**src/rtl/z80_bitop_pkg.sv**
```systemverilog
// Shared types and constants for the Z80 BIT/RES/SET memory-operand sequencer.
package z80_bitop_pkg;

    typedef enum logic [1:0] {
        OP_NONE = 2'b00,
        OP_BIT  = 2'b01,
        OP_RES  = 2'b10,
        OP_SET  = 2'b11
    } op_e;

    typedef enum logic [1:0] {
        MODE_HL  = 2'b00,
        MODE_IX  = 2'b01,
        MODE_IY  = 2'b10,
        MODE_BAD = 2'b11
    } mode_e;

    typedef enum logic [2:0] {
        IDLE,
        EADDR,
        READ,
        MODIFY,
        WRITE,
        FINISH
    } state_e;

    localparam logic [4:0] TC_BIT_HL  = 5'd12;
    localparam logic [4:0] TC_RMW_HL  = 5'd15;
    localparam logic [4:0] TC_BIT_IDX = 5'd20;
    localparam logic [4:0] TC_RMW_IDX = 5'd23;

    localparam int FLAG_S  = 7;
    localparam int FLAG_Z  = 6;
    localparam int FLAG_Y  = 5;
    localparam int FLAG_H  = 4;
    localparam int FLAG_X  = 3;
    localparam int FLAG_PV = 2;
    localparam int FLAG_N  = 1;
    localparam int FLAG_C  = 0;

    function automatic logic [4:0] tcycles_for(input op_e op, input logic indexed);
        logic [4:0] tc;
        if (op == OP_BIT) tc = indexed ? TC_BIT_IDX : TC_BIT_HL;
        else              tc = indexed ? TC_RMW_IDX : TC_RMW_HL;
        return tc;
    endfunction

endpackage

```
**src/rtl/z80_bitop_alu.sv**
```systemverilog
// Combinational bit test/reset/set unit: produces the write-back byte and the BIT flags.
module z80_bitop_alu
    import z80_bitop_pkg::*;
(
    input  op_e         op,
    input  logic [2:0]  bitnum,
    input  logic [7:0]  data,
    input  logic [7:0]  f_in,
    input  logic [15:0] ea,
    input  logic        indexed,
    output logic [7:0]  wdata,
    output logic [7:0]  f_out
);

    logic unused_ea_bits;
    assign unused_ea_bits = ^{ea[15:14], ea[12], ea[10:0]};

    // Undocumented flag bits 5/3 leak the high address byte on indexed forms.
    always_comb begin
        wdata = data;
        f_out = f_in;
        case (op)
            OP_BIT: begin
                f_out[FLAG_S]  = (bitnum == 3'd7) & data[7];
                f_out[FLAG_Z]  = ~data[bitnum];
                f_out[FLAG_PV] = ~data[bitnum];
                f_out[FLAG_H]  = 1'b1;
                f_out[FLAG_N]  = 1'b0;
                if (indexed) begin
                    f_out[FLAG_Y] = ea[13];
                    f_out[FLAG_X] = ea[11];
                end
            end
            OP_RES:  wdata[bitnum] = 1'b0;
            OP_SET:  wdata[bitnum] = 1'b1;
            default: ;
        endcase
    end

endmodule

```
**src/rtl/z80_bitop_mem_seq.sv**
```systemverilog
// Sequencer for BIT/RES/SET b,(HL)/(IX+d)/(IY+d): address calc, bus read,
// modify, bus write, with per-access wait timeout.
module z80_bitop_mem_seq
    import z80_bitop_pkg::*;
#(
    parameter bit INDEXED_EN = 1'b1,
    parameter int WAIT_MAX   = 15
) (
    input  logic        clk,
    input  logic        reset_n,
    input  logic        start,
    input  logic [1:0]  op,
    input  logic [2:0]  bitnum,
    input  logic [1:0]  mode,
    input  logic [7:0]  disp,
    input  logic [15:0] hl,
    input  logic [15:0] ix,
    input  logic [15:0] iy,
    input  logic [7:0]  f_in,
    output logic        mem_rd_req,
    output logic        mem_wr_req,
    output logic [15:0] mem_addr,
    output logic [7:0]  mem_wdata,
    input  logic [7:0]  mem_rdata,
    input  logic        mem_ack,
    output logic        busy,
    output logic        done,
    output logic        err,
    output logic [7:0]  f_out,
    output logic [4:0]  tcycles
);

    localparam int WW = (WAIT_MAX < 2) ? 1 : $clog2(WAIT_MAX + 1);

    state_e        state, next_state;
    op_e           op_r;
    logic [2:0]    bitnum_r;
    logic          indexed_r;
    logic [7:0]    disp_r;
    logic [7:0]    f_in_r;
    logic [15:0]   ea_r;
    logic [7:0]    rdata_r;
    logic [7:0]    wdata_r;
    logic [7:0]    f_out_r;
    logic [4:0]    tcycles_r;
    logic [WW-1:0] wait_cnt;
    logic          err_r;

    logic          legal, accept, reject, timeout;
    logic [15:0]   base_sel;
    logic [7:0]    alu_wdata, alu_f_out;

    assign legal   = (op != OP_NONE) && (mode != MODE_BAD) && (INDEXED_EN || mode == MODE_HL);
    assign accept  = (state == IDLE) && start && legal;
    assign reject  = (state == IDLE) && start && !legal;
    assign timeout = !mem_ack && (wait_cnt == WW'(WAIT_MAX - 1));

    always_comb begin
        base_sel = hl;
        case (mode)
            MODE_IX: base_sel = ix;
            MODE_IY: base_sel = iy;
            default: base_sel = hl;
        endcase
    end

    z80_bitop_alu u_alu (
        .op      (op_r),
        .bitnum  (bitnum_r),
        .data    (rdata_r),
        .f_in    (f_in_r),
        .ea      (ea_r),
        .indexed (indexed_r),
        .wdata   (alu_wdata),
        .f_out   (alu_f_out)
    );

    always_ff @(posedge clk) begin
        if (!reset_n) state <= IDLE;
        else          state <= next_state;
    end

    always_comb begin
        next_state = state;
        busy       = 1'b0;
        done       = 1'b0;
        mem_rd_req = 1'b0;
        mem_wr_req = 1'b0;
        case (state)
            IDLE: begin
                if (accept) next_state = (mode != MODE_HL) ? EADDR : READ;
            end
            EADDR: begin
                busy       = 1'b1;
                next_state = READ;
            end
            READ: begin
                busy       = 1'b1;
                mem_rd_req = 1'b1;
                if (mem_ack)      next_state = MODIFY;
                else if (timeout) next_state = IDLE;
            end
            MODIFY: begin
                busy       = 1'b1;
                next_state = (op_r == OP_BIT) ? FINISH : WRITE;
            end
            WRITE: begin
                busy       = 1'b1;
                mem_wr_req = 1'b1;
                if (mem_ack)      next_state = FINISH;
                else if (timeout) next_state = IDLE;
            end
            FINISH: begin
                done       = 1'b1;
                next_state = IDLE;
            end
            default: next_state = IDLE;
        endcase
    end

    // f_out only moves on a completed instruction, so aborts leave it untouched.
    always_ff @(posedge clk) begin
        if (!reset_n) begin
            op_r      <= OP_NONE;
            bitnum_r  <= '0;
            indexed_r <= 1'b0;
            disp_r    <= '0;
            f_in_r    <= '0;
            ea_r      <= '0;
            rdata_r   <= '0;
            wdata_r   <= '0;
            f_out_r   <= '0;
            tcycles_r <= '0;
            wait_cnt  <= '0;
            err_r     <= 1'b0;
        end else begin
            err_r <= 1'b0;
            case (state)
                IDLE: begin
                    if (accept) begin
                        op_r      <= op_e'(op);
                        bitnum_r  <= bitnum;
                        indexed_r <= (mode != MODE_HL);
                        disp_r    <= disp;
                        f_in_r    <= f_in;
                        ea_r      <= base_sel;
                        tcycles_r <= tcycles_for(op_e'(op), mode != MODE_HL);
                        wait_cnt  <= '0;
                    end else if (reject) begin
                        err_r <= 1'b1;
                    end
                end
                EADDR: begin
                    ea_r     <= ea_r + {{8{disp_r[7]}}, disp_r};
                    wait_cnt <= '0;
                end
                READ: begin
                    if (mem_ack) begin
                        rdata_r  <= mem_rdata;
                        wait_cnt <= '0;
                    end else if (timeout) begin
                        err_r    <= 1'b1;
                        wait_cnt <= '0;
                    end else begin
                        wait_cnt <= wait_cnt + 1'b1;
                    end
                end
                MODIFY: begin
                    wait_cnt <= '0;
                    if (op_r == OP_BIT) f_out_r <= alu_f_out;
                    else                wdata_r <= alu_wdata;
                end
                WRITE: begin
                    if (mem_ack) begin
                        f_out_r  <= f_in_r;
                        wait_cnt <= '0;
                    end else if (timeout) begin
                        err_r    <= 1'b1;
                        wait_cnt <= '0;
                    end else begin
                        wait_cnt <= wait_cnt + 1'b1;
                    end
                end
                default: ;
            endcase
        end
    end

    assign mem_addr  = ea_r;
    assign mem_wdata = wdata_r;
    assign f_out     = f_out_r;
    assign tcycles   = tcycles_r;
    assign err       = err_r;

endmodule

```
**config.mk**
```make
export PLATFORM = sky130hd
export DESIGN_NAME = z80_bitop_mem_seq
export DESIGN_NICKNAME = d
export VERILOG_FILES = /design/src/rtl/z80_bitop_pkg.sv /design/src/rtl/z80_bitop_alu.sv /design/src/rtl/z80_bitop_mem_seq.sv
export SDC_FILE = /design/constraint.sdc
export NUM_CORES = 1
export LEC_CHECK = 0
export BUFFER_PORTS_ARGS = -buffer_cell sky130_fd_sc_hd__buf_2
export CORE_UTILIZATION = 30
export CTS_BUF_LIST = sky130_fd_sc_hd__clkbuf_4
export DETAILED_ROUTE_END_ITERATION = 6
export HOLD_SLACK_MARGIN = 0.08
export PLACE_DENSITY_LB_ADDON = 0.15
export SLEW_MARGIN = 20
export SYNTH_ARGS = -nofsm -noshare
export SYNTH_HDL_FRONTEND = slang
export SYNTH_SLANG_ARGS = --single-unit
```
**constraint.sdc**
```tcl
create_clock -name clk -period 1.8 [get_ports clk]
set_input_delay 0.09 -clock clk [delete_from_list [all_inputs] [get_ports clk]]
set_output_delay 0.09 -clock clk [all_outputs]
set_load 0.1 [all_outputs]
```
==> impl_metrics.sql <==
INSERT INTO impl_metrics (metric_group, metric, value, unit) VALUES
('yosys', 'synth.largest_area_cell', 'sky130_fd_sc_hd__dfxtp_1', ''),
('placed_design', 'globalplace.congestion', '0.868', ''),
('floorplanning', 'initial_utilization', '31.0', '%'),
('route', 'antenna_violating_nets_post_route', '0', ''),
('placed_design', 'buffer_ports.inserted', '124', ''),
('pwr', 'total_power', '5260', 'µW'),
('setup_path', 'crit_family', 'compound AO/OA/AOI/OAI gates', ''),
('yosys', 'async_set_reset_flop_share_out_of_synthesis', '0', '%'),
('setup_path', 'worst-endpoint-arrival', '2.28', 'ns'),
('yosys', 'synth_instances', '529', ''),
('timing', 'finalClockSkew', '0.0109', 'ns'),
('yosys', 'register_area_share_after_synthesis', '33.7', '%'),
('timing', 'timing_max_transition_violations_final', '0', ''),
('clocking', 'tritoncts.num_buffers', '9', ''),
('pwr', 'powerDensity', '799', 'nW/µm²'),
('pwr', 'switching_share', '40.3', '%'),
('clocking', 'root_buf_cell', 'sky130_fd_sc_hd__clkbuf_4', ''),
('clocking', 'ctsHtreeMaxLevel', '3', ''),
('timing', 'report.final.hold_viol_count', '0', ''),
('pwr', 'cellInternalPower', '3140', 'µW'),
('pwr', 'clock_power_share', '23.8', '%'),
('floorplanning', 'core', '14000', 'µm²'),
('yosys', 'synth_warnings', '0', ''),
('global_route', 'grt_start_max_net_pins', '36', ''),
('yosys', 'post_synth_main_area_contributors', 'sky130_fd_sc_hd__dfxtp_1 34%, sky130_fd_sc_hd__nand2_1 6.7%, sky130_fd_sc_hd__a211oi_1 6.6%', ''),
('pwr', 'peakVddDrop', '514', 'µV'),
('timing', 'tightest_slew', '0.502', 'ns'),
('route', 'detail_route.iter0.violations', '221', ''),
('yosys', 'synth.top_cells.by_count', '77 x sky130_fd_sc_hd__nand2_1, 73 x sky130_fd_sc_hd__dfxtp_1, 54 x sky130_fd_sc_hd__nor2_1', ''),
('cells_and_area', 'layout-drive-gt1-share', '40.0', '%'),
('setup_path', 'setup.worst_path.start_class', 'flop', ''),
('timing', 'finalCritPeriodShare', '107', '%'),
('status', 'violations', 'setup timing', ''),
('clocking', 'tritoncts', 'done', ''),
('route', 'vias_per_cell', '5.00', ''),
('floorplanning', 'dieHeight', '122', 'µm'),
('route', 'routed_wire_length_per_instance', '15.5', 'µm'),
('cells_and_area', 'area_growth_syn_to_layout', '52.1', '%'),
('route', 'drt_drc_violations_left', '0', ''),
('floorplanning', 'fp-row-count', '43', ''),
('min_path', 'worstHoldPathType', 'in -> reg', ''),
('status', 'run_status', 'finished, violations left', ''),
('yosys', 'dominantRegCellSynth', 'sky130_fd_sc_hd__dfxtp_1', ''),
('setup_path', 'cp-end-kind', 'flop', ''),
('pwr', 'total_leakage_power', '0.00276', 'µW'),
('cells_and_area', 'finish.cell_count_without_fillers', '923', ''),
('setup_path', 'worst-setup-path-type', 'reg -> reg', ''),
('timing', 'slew_headroom', '66.8', '%'),
('route', 'routed.top_layer', 'met4', ''),
('placed_design', 'dp.final_hpwl', '10.5', 'mm'),
('yosys', 'ys_seq_elements', '73', ''),
('timing', 'layout_setup_ws', '-0.122', 'ns'),
('global_route', 'initial_antenna_violation_count', '0', ''),
('timing', 'unrepaired_setup_endpoints_after_global_routing', 'yes', ''),
('global_route', 'grt_pass1_vias', '4432', ''),
('setup_path', 'critical_path.n_buffers_inverters', '1', ''),
('route', 'wl_met3', '447', 'µm'),
('timing', 'final-setup-viol-count', '4', ''),
('cells_and_area', 'antennaDiodeCount', '0', ''),
('route', 'vias', '4616', ''),
('floorplanning', 'io_pins', '125', ''),
('yosys', 'postSynthAreaPerCell', '8.19', 'µm²'),
('clocking', 'clk_transition_reported_paths', '0.13', 'ns'),
('setup_path', 'slowest_stage', 'sky130_fd_sc_hd__or4_1', ''),
('setup_path', 'worstPathMaxFanout', '4', ''),
('timing', 'max_freq', '520', 'MHz'),
('yosys', 'synth.most_common_cell', 'sky130_fd_sc_hd__nand2_1', ''),
('floorplanning', 'fp.dieArea', '14900', 'µm²'),
('timing', 'fin_crit', '1.92', 'ns'),
('floorplanning', 'die_x_extent', '122', 'µm'),
('cells_and_area', 'nNetsFinal', '843', '');
cell type report:
type	count	area [µm²]
clock inverters	6	88.8
flip-flops and latches	73	1530
well taps	180	225
clock buffers	10	75.1
inverters	12	47.5
fillers	1395	7400
repair buffers	239	1690
multi-input cells	403	2930
path summary, 6_finish.rpt:
check	start	endpoint	slack [ns]	depth (start not counted)
worst max register to register	disp_r[7]	mem_addr[15]	-0.12	7
worst max-delay path	disp_r[7]	mem_addr[15]	-0.12	7
worst min register to register	f_in_r[2]	f_in_r[2]	0.46	2
worst min-delay path	hl[8]	mem_addr[8]	0.12	4
through the flow:
step / hold slack [ns] / worst slack (ns) / instance area (µm²) / util [%]
2_1_floorplan: 0.219 / -0.384 / 4600 / -
3_3_place_gp: 0.326 / -0.185 / 5840 / 41.7
3_5_place_dp: 0.333 / -0.228 / 5840 / 41.7
4_1_cts: 0.107 / -0.106 / 6470 / 46.2
5_1_grt: 0.148 / -0.226 / 6590 / 47.1
6_report: 0.124 / -0.122 / 6590 / 47.1
cell families after synthesis:
group | Yosys count | share of synthesized area (%)
fa+ha+maj | 22 | 6.53
flops | 73 | 33.7
xor+xnor | 8 | 1.62
buf+inv | 53 | 5.54
mux | 24 | 6.18
compound gates | 157 | 25.8
simple gates | 192 | 20.6
worst min-delay path, cell delays in order:
cell and delay [ns]:
sky130_fd_sc_hd__buf_2 0.09, sky130_fd_sc_hd__o211ai_1 0.17, sky130_fd_sc_hd__a31o_1 0.15, sky130_fd_sc_hd__a211oi_1 0.04
power groups by stage:
stage / registers (µW) / clock network [µW] / logic [µW]
after floorplan: 2390 / 0 / 878
after global placement: 1910 / 0 / 1940
after global routing: 1910 / 1360 / 2280
after detailed placement: 1920 / 0 / 1960
final: 1880 / 1250 / 2130
after CTS: 1880 / 1300 / 2070
flip-flops by register name (all words and copies together) (netlist names):
name,count
indexed_r,1
bitnum_r,3
disp_r,8
f_in_r,8
err,1
state,3
mem_wdata,8
rdata_r,8
f_out,8
op_r,2
tcycles,3
mem_addr,16
wait_cnt,4
per-layer routing:
layer	global-route usage, %	vias to the layer above
li1	-	2343
met1	24.5	2157
met2	34.0	99
met3	3.09	17
met4	6.94	0
met5	0	-
placed cells by master, fill, tap and decap left out, types with 4 or more instances in the layout:
cell and count:
sky130_fd_sc_hd__mux2i_1 20, sky130_fd_sc_hd__dlygate4sd3_1 35, sky130_fd_sc_hd__ha_1 8, sky130_fd_sc_hd__nor3_1 9, sky130_fd_sc_hd__o211ai_1 8, sky130_fd_sc_hd__dfxtp_2 6
sky130_fd_sc_hd__buf_4 71, sky130_fd_sc_hd__a21oi_1 34, sky130_fd_sc_hd__ha_4 13, sky130_fd_sc_hd__nor2_1 51, sky130_fd_sc_hd__nor2_2 4, sky130_fd_sc_hd__nand3_1 13
sky130_fd_sc_hd__inv_1 9, sky130_fd_sc_hd__xnor2_1 7, sky130_fd_sc_hd__dfxtp_1 50, sky130_fd_sc_hd__and3_1 4, sky130_fd_sc_hd__o21ai_1 4, sky130_fd_sc_hd__o21ai_0 7
sky130_fd_sc_hd__buf_2 120, sky130_fd_sc_hd__dfxtp_4 17, sky130_fd_sc_hd__clkbuf_4 10, sky130_fd_sc_hd__nand2_2 4, sky130_fd_sc_hd__o211a_1 5, sky130_fd_sc_hd__a22oi_1 16
sky130_fd_sc_hd__buf_12 7, sky130_fd_sc_hd__o21a_1 4, sky130_fd_sc_hd__a211oi_1 37, sky130_fd_sc_hd__nand2b_1 4, sky130_fd_sc_hd__buf_6 6, sky130_fd_sc_hd__a21oi_4 4
sky130_fd_sc_hd__nand2_1 73
timing repair:
| item | 4_1_cts | 5_1_grt |
|---|---|---|
| pin swaps | 13 | 15 |
| setup buffers | 8 | 2 |
| hold buffers | 35 | 0 |
| hold endpoints to repair | 38 | 0 |
| resized for setup | 15 | 24 |
| setup endpoints to repair | 12 | 17 |
Note: power is estimated with default switching activity, not from simulation.
